### src/rtl/cpu_parameters.sv
// Shared CPU-wide parameters: datapath width and the fetch FSM state type.
package cpu_parameters;

    localparam int unsigned XLEN = 32;

    typedef enum logic [1:0] {
        FETCH    = 2'd0,
        WAIT_RSP = 2'd1,
        DRAIN    = 2'd2
    } fetch_state_t;

    function automatic logic [XLEN-1:0] word_align(input logic [XLEN-1:0] addr);
        return {addr[XLEN-1:2], 2'b00};
    endfunction

endpackage

### src/rtl/ifetch_fifo.sv
// Instruction buffer: power-of-two circular FIFO with synchronous clear and occupancy count.
module ifetch_fifo #(
    parameter int unsigned WIDTH = 64,
    parameter int unsigned DEPTH = 2
) (
    input  logic                       clk,
    input  logic                       rst,
    input  logic                       clear,
    input  logic                       push,
    input  logic [WIDTH-1:0]           push_data,
    input  logic                       pop,
    output logic [WIDTH-1:0]           pop_data,
    output logic [$clog2(DEPTH):0]     count
);

    localparam int unsigned AW = $clog2(DEPTH);
    localparam int unsigned CW = AW + 1;

    logic [WIDTH-1:0] mem [DEPTH];
    logic [AW-1:0]    rd_ptr;
    logic [AW-1:0]    wr_ptr;
    logic             do_pop;

    // Popping an empty buffer is silently ignored.
    assign do_pop   = pop && (count != '0);
    assign pop_data = (count != '0) ? mem[rd_ptr] : '0;

    always_ff @(posedge clk or posedge rst) begin
        if (rst) begin
            rd_ptr <= '0;
            wr_ptr <= '0;
            count  <= '0;
            for (int unsigned i = 0; i < DEPTH; i++) begin
                mem[i] <= '0;
            end
        end else if (clear) begin
            rd_ptr <= '0;
            wr_ptr <= '0;
            count  <= '0;
        end else begin
            if (push) begin
                mem[wr_ptr] <= push_data;
                wr_ptr      <= wr_ptr + AW'(1);
            end
            if (do_pop) begin
                rd_ptr <= rd_ptr + AW'(1);
            end
            if (push && !do_pop) begin
                count <= count + CW'(1);
            end else if (!push && do_pop) begin
                count <= count - CW'(1);
            end
        end
    end

endmodule

### src/rtl/ifetch_unit.sv
// Instruction fetch unit: single-outstanding memory requests feeding a small decode buffer.
module ifetch_unit
    import cpu_parameters::*;
#(
    parameter logic [XLEN-1:0] RESET_PC   = 32'h0000_0000,
    parameter int unsigned     FIFO_DEPTH = 2
) (
    input  logic            clk,
    input  logic            rst,
    input  logic [XLEN-1:0] target,
    input  logic            target_valide,
    input  logic            flush,
    output logic            mem_req_valid,
    output logic [XLEN-1:0] mem_req_addr,
    input  logic            mem_req_ready,
    input  logic            mem_rsp_valid,
    input  logic [31:0]     mem_rsp_data,
    output logic            instr_valid,
    output logic [31:0]     instr,
    output logic [XLEN-1:0] instr_pc,
    input  logic            instr_ready
);

    localparam int unsigned CW = $clog2(FIFO_DEPTH) + 1;

    fetch_state_t     state;
    logic [XLEN-1:0]  pc;
    logic [XLEN-1:0]  req_pc;
    logic [CW-1:0]    fifo_count;
    logic [31+XLEN:0] fifo_out;
    logic             outstanding;
    logic             accept;
    logic             push;

    assign outstanding   = (state != FETCH);
    assign mem_req_valid = !rst && (state == FETCH)
                           && ((fifo_count + CW'(outstanding)) < CW'(FIFO_DEPTH));
    assign mem_req_addr  = pc;
    assign accept        = mem_req_valid && mem_req_ready;
    assign push          = (state == WAIT_RSP) && mem_rsp_valid && !flush;

    always_ff @(posedge clk or posedge rst) begin
        if (rst) begin
            state  <= FETCH;
            pc     <= RESET_PC;
            req_pc <= '0;
        end else begin
            // A redirect wins over the +4 advance; an accepted request keeps its own address in req_pc.
            if (target_valide) begin
                pc <= word_align(target);
            end else if (accept) begin
                pc <= pc + XLEN'(4);
            end
            if (accept) begin
                req_pc <= pc;
            end
            unique case (state)
                FETCH: begin
                    // A flush on the accepting edge still leaves a response to swallow.
                    if (accept) begin
                        state <= flush ? DRAIN : WAIT_RSP;
                    end
                end
                WAIT_RSP: begin
                    if (mem_rsp_valid) begin
                        state <= FETCH;
                    end else if (flush) begin
                        state <= DRAIN;
                    end
                end
                DRAIN: begin
                    if (mem_rsp_valid) begin
                        state <= FETCH;
                    end
                end
                default: state <= FETCH;
            endcase
        end
    end

    ifetch_fifo #(
        .WIDTH (32 + XLEN),
        .DEPTH (FIFO_DEPTH)
    ) u_fifo (
        .clk       (clk),
        .rst       (rst),
        .clear     (flush),
        .push      (push),
        .push_data ({mem_rsp_data, req_pc}),
        .pop       (instr_ready),
        .pop_data  (fifo_out),
        .count     (fifo_count)
    );

    assign instr_valid = (fifo_count != '0);
    assign instr       = fifo_out[31+XLEN:XLEN];
    assign instr_pc    = fifo_out[XLEN-1:0];

endmodule

### config.mk
export PLATFORM = sky130hd
export DESIGN_NAME = ifetch_unit
export DESIGN_NICKNAME = d
export VERILOG_FILES = /design/src/rtl/cpu_parameters.sv /design/src/rtl/ifetch_fifo.sv /design/src/rtl/ifetch_unit.sv
export SDC_FILE = /design/constraint.sdc
export NUM_CORES = 1
export LEC_CHECK = 0
export ABC_AREA = 1
export BUFFER_PORTS_ARGS = -buffer_cell sky130_fd_sc_hd__buf_4
export CAP_MARGIN = 10
export CORE_AREA = 10 10 166 129
export DETAILED_ROUTE_END_ITERATION = 7
export DIE_AREA = 0 0 176 139
export PLACE_DENSITY_LB_ADDON = 0.2
export SYNTH_ARGS = -nofsm -noshare
export SYNTH_HDL_FRONTEND = slang
export SYNTH_SLANG_ARGS = --single-unit
### constraint.sdc
create_clock -name clk -period 6.9 [get_ports clk]
set_input_delay 1.38 -clock clk [delete_from_list [all_inputs] [get_ports clk]]
set_output_delay 1.38 -clock clk [all_outputs]
set_load 0.02 [all_outputs]
==> flow_summary_export.csv, run 1 <==
group,metric,value,unit
critical_path,cpPeakStageDelay,0.50,ns
synthesis,synthTopCellsByArea,"dfrtp_1 (52%), nand2_1 (15%), o21ai_0 (9.2%), nand3_1 (6.1%), inv_1 (4.8%)",
critical_path,worst-path-buf-inv,3,
synthesis,synth_top_area_frac,0.520,
final_layout,fill_cells,1720,
final_layout,final_cells,1565,
die,rows,43,
power_and_ir_drop,seqPwrFrac,0.409,
final_layout,final_common_cell,"nand2_1",
outcome,status,"finished, final reports clean",
critical_path,crit_cells,6,
routing,vias,8106,
clock_network,cts_tree,"done",
sta,tightestPinTransition,1.15,ns
synthesis,synth-seq-cells,190,
critical_path,reg2reg_slack,3.88,ns
synthesis,synth_cells,1181,
routing,ant_nets,0,
critical_path,critPathLaunchType,"flop",
clock_network,cts_hold_buf,0,
die,core_area,18200,um^2
critical_path,endpoint_kind,"output pin",
power_and_ir_drop,p_leak,5.59,nW
die,io_pins,169,
power_and_ir_drop,comb_power_share,0.388,
grt,grt_max_degree,121,
critical_path,crit_type,"flop to output pin",
final_layout,fin_nets,1377,
die,fp.dieW,176,um
grt,antenna_found_initial,0,
place,postPlaceCellArea,10400,um^2
grt,grt_pass1_vias,7701,
clock_network,cts_resized,0,
place,place_inst,1533,
final_layout,layout_common_cells,"nand2_1 (373), dfrtp_1 (189), buf_4 (170)",
final_layout,area_delta_synth_final,19.9,%
critical_path,crit_fanout,47,
die,die_h,139,um
clock_network,clkSinkCount,190,
critical_path,crit_family,"buffers and inverters",
grt,grt_pass1_wl,40200,um
sta,drv_slew,0,
sta,relSlewSlack,0.231,
grt,met2_usage,0.293,
final_layout,layout-drive-gt1-share,0.169,
final_layout,fin_util,0.603,
clock_network,clock_latency,0.43,ns
synthesis,ys_seq_area_frac,0.520,
power_and_ir_drop,swShare,0.412,
clock_network,clk_pin_slew,0.07,ns
critical_path,reg2reg_depth,6,
synthesis,synth_area,9150,um^2
synthesis,postSynthAreaPerCell,7.74,um^2
routing,drc_errors,0,
sta,period_share,0.560,
critical_path,cp.required,5.52,ns
sta,setup-violations-final,0,
clock_network,cts.path.max_buffers,2,
job,maxCapViolations,0,
min_path,holdPathStages,2,
final_layout,n_antenna_cell,0,
grt,grtUsageMet3,0.0656,
sta,post-route-min-period,3.87,ns
clock_network,cts_made_buffers,17,
grt,use_met1,0.280,
routing,drtIter0Drc,706,
clock_network,cts_setup_buffers,0,
sta,fin_tns_setup,0,ns
sta,fmax,259,MHz
grt,grt-busiest-layer,"met2",
grt,gr-total-overflow,0,
clock_network,ctsHtreeMaxLevel,4,
routing,drt_pass1_iterations,7,
routing,routed_wl,24700,um
die,dieArea,24500,um^2
critical_path,crit_top_cell,"buf_4",
sta,rsz0062_at_grt,"no",
power_and_ir_drop,switching_power,0.00191,W
critical_path,crit_chain,"nor2_2, inv_1, buf_4, o21ai_0, a21oi_1, buf_4",
sta,hold_viol_final,0,
die,start_util,0.503,
grt,grt_util_all_layers,0.199,
power_and_ir_drop,powerDensity,422,nW/um^2
synthesis,yosysTopAreaCell,"dfrtp_1",
routing,drt-vias-per-instance,5.18,
critical_path,worstPathArrival,2.49,ns
min_path,hold_class,"flop to flop",
synthesis,synth.distinct_cells,31,
power_and_ir_drop,pwr-share-clk,0.203,
sta,clock_skew,0.0110,ns
synthesis,synth_warnings,0,
place,gp_congestion,0.866,
routing,drt-wirelength-per-cell,15.8,um
power_and_ir_drop,ir_drop,0.187,mV
power_and_ir_drop,p_total,0.00463,W
critical_path,crit_slowest_cell,"buf_4",
place,hpwlAfterDp,16400,um
place,portBuffers,162,
power_and_ir_drop,p_int,0.00272,W
clock_network,cts_root_buf,"clkbuf_16",
final_layout,fin_area,11000,um^2
-- cell type report --
| class | instances | area (um^2) | area share |
|---|---|---|---|
| well taps | 247 | 309 | 0.0282 |
| repair buffers | 170 | 1280 | 0.116 |
| multi-input cells | 802 | 3590 | 0.328 |
| flip-flops and latches | 190 | 4760 | 0.434 |
| clock inverters | 13 | 106 | 0.00970 |
| clock buffers | 19 | 453 | 0.0413 |
| inverters | 124 | 473 | 0.0431 |
-- flip-flops by register name, indices dropped and copies added (netlist names) --
signal and cells:
state 2, mem_req_addr 30, u_fifo.wr_ptr 1, u_fifo.mem 124, req_pc 30, u_fifo.count 2, u_fifo.rd_ptr 1
-- synthesized netlist by cell type --
cell type	number
xnor2_1	1
o221ai_1	1
nand2_4	1
o211ai_1	3
nand2_1	373
buf_4	11
o21ai_1	13
nor2_4	1
buf_2	22
inv_2	4
clkinv_1	1
nand4_1	2
buf_6	3
xor2_1	5
and2_1	1
a21oi_1	63
clkbuf_1	32
nand2_2	4
inv_1	118
conb_1	1
o21ai_0	169
nor3_1	1
o21bai_1	4
dfrtp_1	190
nor2_1	37
nand3_1	111
ha_1	1
inv_4	1
nand3_2	1
nor2_2	5
nand4_2	1
-- kinds of logic after synthesis --
family / synth area share
other cells: 0.000410
compound gates: 0.141
flops: 0.520
simple gates: 0.243
fa+ha+maj: 0.00137
xor+xnor: 0.00575
buf+inv: 0.0891
-- metrics by stage --
stage	setup WS [ns]	hold slack, ns
6_report	3.03	0.467
5_1_grt	2.83	0.487
4_1_cts	3.03	0.470
3_5_place_dp	2.88	0.453
3_3_place_gp	2.90	0.448
2_1_floorplan	0.350	0.437
-- worst min-delay path: stages (launching register included) --
cell     delay (ns)
dfrtp_1        0.34
nand2_1        0.05
nand2_1        0.05
-- power groups by stage --
stage / combinational, W / clock [W] / sequential [W]
3_5_place_dp: 0.00181 / 0 / 0.00190
6_report: 0.00179 / 0.000940 / 0.00189
4_1_cts: 0.00182 / 0.000953 / 0.00189
5_1_grt: 0.00201 / 0.00100 / 0.00195
2_1_floorplan: 0.00115 / 0 / 0.00181
3_3_place_gp: 0.00177 / 0 / 0.00189
-- metal layers --
layer,up-vias,routed length [um]
li1,4022,-
met1,3842,12100
met2,230,10700
met3,12,1730
met4,0,114
met5,-,0
-- path summary, 6_finish.rpt --
| check | startpoint | endpoint |
|---|---|---|
| hold / removal | u_fifo.mem[106] | u_fifo.mem[106] |
| hold reg to reg | u_fifo.mem[106] | u_fifo.mem[106] |
| max in group asynchronous | rst | u_fifo.mem[33] |
| setup / recovery | u_fifo.count[1] | instr_pc[17] |
| setup reg to reg | state[0] | mem_req_addr[13] |
| min in group asynchronous | rst | u_fifo.count[1] |
Note: power is estimated with default switching activity, not from simulation.
==> inputs of run 2 (changes only) <==
Settings changed: CORE_AREA 10 10 166 129 to 10 10 159 124, DIE_AREA 0 0 176 139 to 0 0 169 134.
Clock period 6.9 ns to 4.1 ns, I/O delays scaled along.
==> flow_summary_export.csv, run 2 (synthesis results as in run 1) <==
group,metric,value,unit
clock_network,cts_tree,"done",
sta,clock_skew,0.0104,ns
critical_path,crit_fanout,32,
die,io_pins,169,
grt,grt_max_degree,121,
routing,vias,8240,
final_layout,largest_reg_flops,124,
die,die_h,134,um
die,start_util,0.552,
critical_path,crit_top_cell,"buf_4",
grt,grt_pass1_vias,7805,
critical_path,reg2reg_slack,1.96,ns
place,hpwlAfterDp,17000,um
final_layout,n_antenna_cell,0,
place,portBuffers,162,
routing,routed_wl,24400,um
sta,setup-violations-final,0,
die,fp.dieW,169,um
clock_network,cts.path.max_buffers,2,
routing,drt_pass1_iterations,5,
critical_path,crit_slowest_cell,"inv_1",
clock_network,cts_hold_buf,0,
sta,hold_ws,0.466,ns
job,maxCapViolations,0,
routing,ant_nets,0,
critical_path,crit_chain,"nor2_2, inv_1, buf_4, o21ai_0, a21oi_1, buf_4",
routing,drc_errors,0,
place,gp_congestion,0.916,
critical_path,cpPeakStageDelay,0.69,ns
die,core_area,16600,um^2
routing,drtIter0Drc,944,
sta,fin_tns_setup,0,ns
routing,drt-vias-per-instance,5.34,
critical_path,worst-path-buf-inv,3,
final_layout,fill_cells,1417,
clock_network,cts_root_buf,"clkbuf_16",
routing,drt-wirelength-per-cell,15.8,um
die,rows,41,
critical_path,cp.required,3.28,ns
clock_network,cts_setup_buffers,0,
sta,hold_viol_final,0,
sta,relSlewSlack,0.366,
outcome,status,"finished, final reports clean",
critical_path,crit_type,"flop to output pin",
min_path,hold_class,"flop to flop",
sta,fmax,305,MHz
clock_network,cts_made_buffers,17,
die,dieArea,22600,um^2
grt,gr-total-overflow,0,
sta,post-route-min-period,3.28,ns
critical_path,worstPathArrival,2.46,ns
clock_network,ctsHtreeMaxLevel,4,
final_layout,area_delta_synth_final,21.0,%
clock_network,clk_pin_slew,0.07,ns
clock_network,clock_latency,0.43,ns
critical_path,endpoint_kind,"output pin",
final_layout,final_common_cell,"nand2_1",
critical_path,critPathLaunchType,"flop",
clock_network,cts_resized,0,
final_layout,regMostFlops,"u_fifo.mem",
sta,tightestPinTransition,0.951,ns
sta,rsz0062_at_grt,"no",
final_layout,layout_common_cells,"nand2_1 (373), dfrtp_1 (189), buf_4 (176)",
critical_path,crit_family,"buffers and inverters",
final_layout,fin_nets,1386,
clock_network,clkSinkCount,190,
grt,antenna_found_initial,0,
power_and_ir_drop,p_leak,5.67,nW
grt,grt_util_all_layers,0.213,
grt,grt_pass1_wl,39800,um
sta,period_share,0.799,
power_and_ir_drop,ir_drop,0.341,mV
power_and_ir_drop,powerDensity,716,nW/um^2
final_layout,layout-drive-gt1-share,0.174,
sta,drv_slew,0,
==> run 2: changes by cell type in the layout (fill, tap and decap cells not counted), moves of 2 or more <==
cell        change
buf_4           +6
inv_6           -2
clkinvlp_4      -4
buf_12          +3
clkinv_2        +3
bufinv_16       +2
==> run 2: through the flow <==
stage	worst slack, ns	instance area [um^2]	utilization	instances	power (W)
final	0.825	11100	0.668	1542	0.00793
after global routing	0.585	11100	0.668	1542	0.00848
after CTS	0.810	11100	0.668	1542	0.00797
after detailed placement	1.27	10500	0.632	1510	0.00629
after global placement	1.31	10500	0.632	1510	0.00619
after floorplan	0.832	9160	-	1184	0.00499
==> run 2: where the power goes <==
group | leakage (nW) | switching (W) | internal (W) | total, W
clock | 0.285 | 0.000729 | 0.000937 | 0.00167
sequential | 2.22 | 0.000498 | 0.00264 | 0.00314
combinational | 3.17 | 0.00196 | 0.00116 | 0.00312
==> run 2: routing by layer <==
metal	vias to the layer above	GRT usage	share of wire
met5	-	0	0
met4	0	0.0435	0.0094
met3	16	0.0663	0.084
met2	307	0.307	0.43
met1	3887	0.310	0.48
li1	4030	-	-
==> run 2: worst paths after layout <==
| path | from | to | cells past startpoint |
|---|---|---|---|
| setup / recovery | u_fifo.count[1] | instr[30] | 6 |
| hold / removal | u_fifo.mem[109] | u_fifo.mem[109] | 2 |
| setup reg to reg | u_fifo.count[0] | u_fifo.count[1] | 10 |
| hold reg to reg | u_fifo.mem[109] | u_fifo.mem[109] | 2 |
| max in group asynchronous | rst | u_fifo.mem[35] | 3 |
| min in group asynchronous | rst | u_fifo.mem[58] | 2 |
==> run 2: layout make-up <==
class,instances,area (um^2),share of cell area
clock buffers,20,457,0.0413
clock inverters,12,135,0.0122
inverters,124,472,0.0426
multi-input cells,802,3590,0.325
flip-flops and latches,190,4760,0.430
well taps,215,269,0.0243
repair buffers,179,1380,0.125
==> run 2: worst reg2reg max path, delay by kind of cell, from the launching register on <==
family,cells,cell delay (ns)
buffers and inverters,3,0.92
AND/OR/NAND/NOR,6,0.65
flip-flops,1,0.42
AO/OA/AOI/OAI,1,0.08
